File: config.mk
export PLATFORM = sky130hd
export DESIGN_NAME = mem_port_arbiter
export DESIGN_NICKNAME = d
export VERILOG_FILES = /design/src/rtl/mem_port_arbiter.sv
export SDC_FILE = /design/constraint.sdc
export NUM_CORES = 1
export LEC_CHECK = 0
export BUFFER_PORTS_ARGS = -buffer_cell sky130_fd_sc_hd__buf_2
export CAP_MARGIN = 40
export CORE_MARGIN = 4
export CORE_UTILIZATION = 43
export DETAILED_ROUTE_END_ITERATION = 8
export PLACE_DENSITY = 0.81
export SYNTH_ARGS = -nofsm -noshare
export SYNTH_HDL_FRONTEND = slang
export SYNTH_SLANG_ARGS = --single-unit
File: constraint.sdc
create_clock -name clk_i -period 1.7 [get_ports clk_i]
set_input_delay 0.255 -clock clk_i [delete_from_list [all_inputs] [get_ports clk_i]]
set_output_delay 0.255 -clock clk_i [all_outputs]
set_load 0.005 [all_outputs]
File: src/rtl/mem_port_arbiter.sv
`default_nettype none
// ============================================================================
//  Module      : mem_port_arbiter
//  Description : Shares one single-port memory between an instruction-fetch
//                requester and a data load/store requester. One transaction
//                is in flight at a time. Each memory access has a watchdog
//                that aborts it after TMO_CYC cycles without m_ready.
//                Optional macro ARB_ROUND_ROBIN_EN selects alternating
//                arbitration on contention. Without it, data requests have
//                fixed priority over fetch requests.
//  Revision    : 1.0  initial release
// ============================================================================
module mem_port_arbiter #(
    parameter int ADDR_W  = 32,
    parameter int DATA_W  = 32,
    parameter int TMO_CYC = 16
) (
    input  logic              clk_i,
    input  logic              rst_ni,
    // instruction-fetch requester
    input  logic              if_req_i,
    input  logic [ADDR_W-1:0] if_addr_i,
    output logic              if_gnt_o,
    output logic [DATA_W-1:0] if_rdata_o,
    output logic              if_valid_o,
    // data load/store requester
    input  logic              d_req_i,
    input  logic              d_we_i,
    input  logic [ADDR_W-1:0] d_addr_i,
    input  logic [DATA_W-1:0] d_wdata_i,
    output logic              d_gnt_o,
    output logic [DATA_W-1:0] d_rdata_o,
    output logic              d_valid_o,
    // memory side
    output logic              m_en_o,
    output logic              m_we_o,
    output logic [ADDR_W-1:0] m_addr_o,
    output logic [DATA_W-1:0] m_wdata_o,
    input  logic [DATA_W-1:0] m_rdata_i,
    input  logic              m_ready_i,
    // watchdog abort pulse
    output logic              err_o
);

    localparam logic [1:0] c_IDLE   = 2'd0;
    localparam logic [1:0] c_BUSY_I = 2'd1;
    localparam logic [1:0] c_BUSY_D = 2'd2;

    localparam int                c_TMO_W     = (TMO_CYC > 1) ? $clog2(TMO_CYC) : 1;
    localparam logic [c_TMO_W-1:0] c_TMO_LIMIT = c_TMO_W'(TMO_CYC - 1);

    logic [1:0]         state_q;
    logic [1:0]         state_d;
    logic [c_TMO_W-1:0] tmo_q;
    logic               m_we_q;
    logic [ADDR_W-1:0]  m_addr_q;
    logic [DATA_W-1:0]  m_wdata_q;
    logic [DATA_W-1:0]  if_rdata_q;
    logic [DATA_W-1:0]  d_rdata_q;
    logic               if_valid_q;
    logic               d_valid_q;
    logic               err_q;

    logic               w_idle;
    logic               w_pick_d;
    logic               w_pick_i;
    logic               w_tmo_hit;

    assign w_idle    = (state_q == c_IDLE);
    // abort only when the limit is reached and the memory did not answer;
    // a late m_ready on the limit cycle still completes normally
    assign w_tmo_hit = !w_idle && !m_ready_i && (tmo_q == c_TMO_LIMIT);

`ifdef ARB_ROUND_ROBIN_EN
    logic last_d_q;   // 1 = data requester won the most recent grant

    // remember who was granted last so contention alternates
    always_ff @(posedge clk_i or negedge rst_ni) begin
        if (!rst_ni) begin
            last_d_q <= 1'b0;
        end else if (w_idle && (w_pick_d || w_pick_i)) begin
            last_d_q <= w_pick_d;
        end
    end

    assign w_pick_d = d_req_i && (!if_req_i || !last_d_q);
`else
    assign w_pick_d = d_req_i;
`endif
    assign w_pick_i = if_req_i && !w_pick_d;

    // state register
    always_ff @(posedge clk_i or negedge rst_ni) begin
        if (!rst_ni) begin
            state_q <= c_IDLE;
        end else begin
            state_q <= state_d;
        end
    end

    // next-state logic: one transaction at a time, back to IDLE on completion or abort
    always_comb begin
        state_d = state_q;
        case (state_q)
            c_IDLE: begin
                if (w_pick_d) begin
                    state_d = c_BUSY_D;
                end else if (w_pick_i) begin
                    state_d = c_BUSY_I;
                end
            end
            c_BUSY_I, c_BUSY_D: begin
                if (m_ready_i || w_tmo_hit) begin
                    state_d = c_IDLE;
                end
            end
            default: state_d = c_IDLE;
        endcase
    end

    // output decode: grants are issued only from IDLE, at most one per cycle
    always_comb begin
        if_gnt_o = 1'b0;
        d_gnt_o  = 1'b0;
        if (state_q == c_IDLE) begin
            if_gnt_o = w_pick_i;
            d_gnt_o  = w_pick_d;
        end
    end

    // datapath: latch the winner's command, run the watchdog, capture read data
    always_ff @(posedge clk_i or negedge rst_ni) begin
        if (!rst_ni) begin
            tmo_q      <= '0;
            m_we_q     <= 1'b0;
            m_addr_q   <= '0;
            m_wdata_q  <= '0;
            if_rdata_q <= '0;
            d_rdata_q  <= '0;
            if_valid_q <= 1'b0;
            d_valid_q  <= 1'b0;
            err_q      <= 1'b0;
        end else begin
            if_valid_q <= 1'b0;
            d_valid_q  <= 1'b0;
            err_q      <= 1'b0;
            if (w_idle) begin
                tmo_q <= '0;
                if (w_pick_d) begin
                    m_we_q    <= d_we_i;
                    m_addr_q  <= d_addr_i;
                    m_wdata_q <= d_wdata_i;
                end else if (w_pick_i) begin
                    m_we_q    <= 1'b0;
                    m_addr_q  <= if_addr_i;
                    m_wdata_q <= '0;
                end
            end else if (m_ready_i) begin
                if (state_q == c_BUSY_I) begin
                    if_valid_q <= 1'b1;
                    if_rdata_q <= m_rdata_i;
                end else begin
                    d_valid_q <= 1'b1;
                    if (!m_we_q) begin
                        d_rdata_q <= m_rdata_i;
                    end
                end
            end else if (w_tmo_hit) begin
                err_q <= 1'b1;
                if (state_q == c_BUSY_I) begin
                    if_valid_q <= 1'b1;
                    if_rdata_q <= '0;
                end else begin
                    d_valid_q <= 1'b1;
                    d_rdata_q <= '0;
                end
            end else begin
                tmo_q <= tmo_q + 1'b1;
            end
        end
    end

    assign m_en_o     = !w_idle;
    assign m_we_o     = m_we_q;
    assign m_addr_o   = m_addr_q;
    assign m_wdata_o  = m_wdata_q;
    assign if_rdata_o = if_rdata_q;
    assign if_valid_o = if_valid_q;
    assign d_rdata_o  = d_rdata_q;
    assign d_valid_o  = d_valid_q;
    assign err_o      = err_q;

endmodule
`default_nettype wire

==> results.toml <==
[timing]
fin_skew_ns = 0.00749
timing.final.crit_share_pct = 98.5
rsz0062_at_grt = "yes"
slew_headroom_pct = 71.6
setup_viol = 0
tns_ns = 0
fin_crit_ns = 1.67
max_freq_mhz = 597
hold_slack_ns = 0.0640
hold_violations = 0
drv_slew = 0
tightestPinTransition_ns = 0.426

[detailed_routing]
ant_nets = 0
num_vias = 5126
wl_per_cell_um = 17.3
highest_layer = "met4"
drt_iter0_drc = 301
met2_length_mm = 9.04
dr.pass1.iters = 4
drc = 0
via_per_inst = 5.10
wl_met1_mm = 6.99
met3_length_mm = 1.25
drt_wl_total_mm = 17.5

[power]
clkPwrFrac_pct = 24.9
intPower_w = 0.0107
p_sw_w = 0.00555
swShare_pct = 34.1
total_leakage_power_nw = 4.50
power_w = 0.0163
seqPwrFrac_pct = 35.3
p_comb_share_pct = 39.8
powerDensity_nw_per_um2 = 1880
max-vdd-ir-drop_mv = 0.764

[status]
status = "complete, no violations"

[die]
rows = 43
die_y_um = 127
core_um2 = 13900
start_util_pct = 44.0
num_io_pins = 269
die-width_um = 127
die_area_um2 = 16200

[worst_setup_path]
r2r_end = "if_rdata_o[8]$_DFFE_PN0P_"
cp-start-kind = "register"
cp-end-kind = "register"
cp_max_fo = 6
reg2regPathDepth = 8
r2r_slack_ns = 0.03
cp.arrival_ns = 2.00
required_ns = 2.03
endpoint = "if_rdata_o[8]$_DFFE_PN0P_"
startpoint = "state_q[1]$_DFFE_PN0P_"
critPathKind = "register to register"
r2r_start = "state_q[1]$_DFFE_PN0P_"

[layout]
utilization_pct = 62.5
antennaDiodeCount = 0
nFillCells = 1118
drive_above_1_share_pct = 45.2
final_cell_count_no_fill = 1006
nets = 953
area_growth_syn_to_layout_pct = 42.0

[synthesis]
synth_seq_cells = 138
synth_nets = 679
synth-main-ff-cell = "dfrtp_1"
async_reset_ff_share_pct = 100
ys_seq_area_share_pct = 56.5
yosys_warnings = 0
ys_types = 33
ys_top_cells_by_area = "dfrtp_1, mux2i_1, nand2_1"
synth.top_cell.area_share_pct = 56.5
synthCells = 542
syn_area_um2 = 6110
synth.avg_cell_area_um2 = 11.3
synth_area_leader_cell = "dfrtp_1"
synth_common_cells = "dfrtp_1, nand2_1, mux2i_1"
synth_edf_count = 0
yosysMostFrequentCell = "dfrtp_1"

[placement]
dp.cells = 967
port_buffers = 268
dpl.hpwl_mm = 12.4
routabilityCongestion = 0.776

[cts]
clockBufferDepth = 2
h-tree-depth = 4
cts_tree = "yes"
clock_latency_ns = 0.41
clk_pin_slew_worst_paths_ns = 0.06
numClockSinks = 138
root_buffer = "clkbuf_16"
cts_buffers = 17

[grt]
grt_usage_pct = 21.1
grt_max_degree = 74
grt_pass1_vias = 5100
antenna_found_initial = 0
grt_overflow_total = 0
grt_first_pass_wirelength_mm = 26.7

[job]
cap_violations = 0

[worst_hold_path]
hold_path_class = "input pin to register"
==> how the worst min path moves through the flow <==
stage | startpoint | end | slack [ns] | cells after the start
after detailed placement | rst_ni | if_rdata_o[7]$_DFFE_PN0P_ | 0.21 | 1
after floorplan | rst_ni | d_rdata_o[0]$_DFFE_PN0P_ | -0.04 | 0
after global placement | rst_ni | if_rdata_o[7]$_DFFE_PN0P_ | 0.21 | 1
after CTS | d_wdata_i[16] | m_wdata_o[16]$_DFFE_PN0P_ | 0.04 | 2
final | d_wdata_i[16] | m_wdata_o[16]$_DFFE_PN0P_ | 0.06 | 2
after global routing | d_wdata_i[8] | m_wdata_o[8]$_DFFE_PN0P_ | 0.05 | 2
==> final cells by class <==
type / count / area [um2] / share of cell area [%]
clock buffers: 22 / 484 / 5.58
multi-input cells: 320 / 2370 / 27.3
clock inverters: 7 / 164 / 1.89
well taps: 180 / 225 / 2.60
repair buffers: 301 / 1840 / 21.2
inverters: 38 / 143 / 1.64
flip-flops and latches: 138 / 3450 / 39.8
==> layer usage <==
layer	vias up	GRT usage, %
met5	-	0
met4	0	6.06
met3	17	6.06
met2	216	35.6
met1	2477	26.5
li1	2416	-
==> flip-flops by register name, summed over array words and instances, names as in the netlist <==
signal / flops
d_rdata_o: 32
d_valid_o: 1
err_o: 1
if_rdata_o: 32
if_valid_o: 1
m_addr_o: 32
m_wdata_o: 32
m_we_o: 1
state_q: 2
tmo_q: 4
==> worst max-delay path: stages, from the launching register on <==
cell and delay, ns:
dfrtp_1 0.37, inv_2 0.09, buf_4 0.12, ha_4 0.12, buf_6 0.10, nor3b_4 0.29, buf_6 0.17, clkbuf_16 0.15
mux2i_1 0.19
==> power groups by stage <==
stage	logic, W	registers (W)	clock network, W
floorplan	0.00305	0.00581	0
global placement	0.00578	0.00569	0
detailed placement	0.00602	0.00572	0
CTS	0.00623	0.00572	0.00415
global route	0.00711	0.00593	0.00430
finish	0.00648	0.00575	0.00406
==> through the flow <==
step / area (um2) / setup slack [ns]
3_3_place_gp: 7730 / 0.0791
5_1_grt: 8670 / -0.0693
4_1_cts: 8500 / 0.00253
6_report: 8670 / 0.0257
3_5_place_dp: 7750 / -0.0181
2_1_floorplan: 6110 / 0.0697
==> cell usage in the layout, fill, tap and decap left out, drive strengths merged, types with 4 or more instances in the layout <==
cell type  instances
buf              297
dfrtp            138
nand2             98
mux2i             64
inv               38
a22o              33
nand3             33
o31ai             33
o21ai             33
clkbuf            24
bufinv             5
nor2               4
==> what timing repair did <==
item / in CTS / in global routing
hold buffers: 1 / 0
endpoints found under the hold margin: 39 / 0
endpoints found under the setup margin: 18 / 59
setup buffers: 4 / 2
cloned: 1 / 3
pin swaps: 2 / 3
resized for setup: 9 / 21
==> kinds of logic after synthesis <==
family / synth area share (%)
simple gates: 10.1
flops: 56.5
compound gates: 15.1
buf+inv: 6.94
mux: 10.5
fa+ha+maj: 0.615
xor+xnor: 0.143
Power figures use the tool's default switching activity.
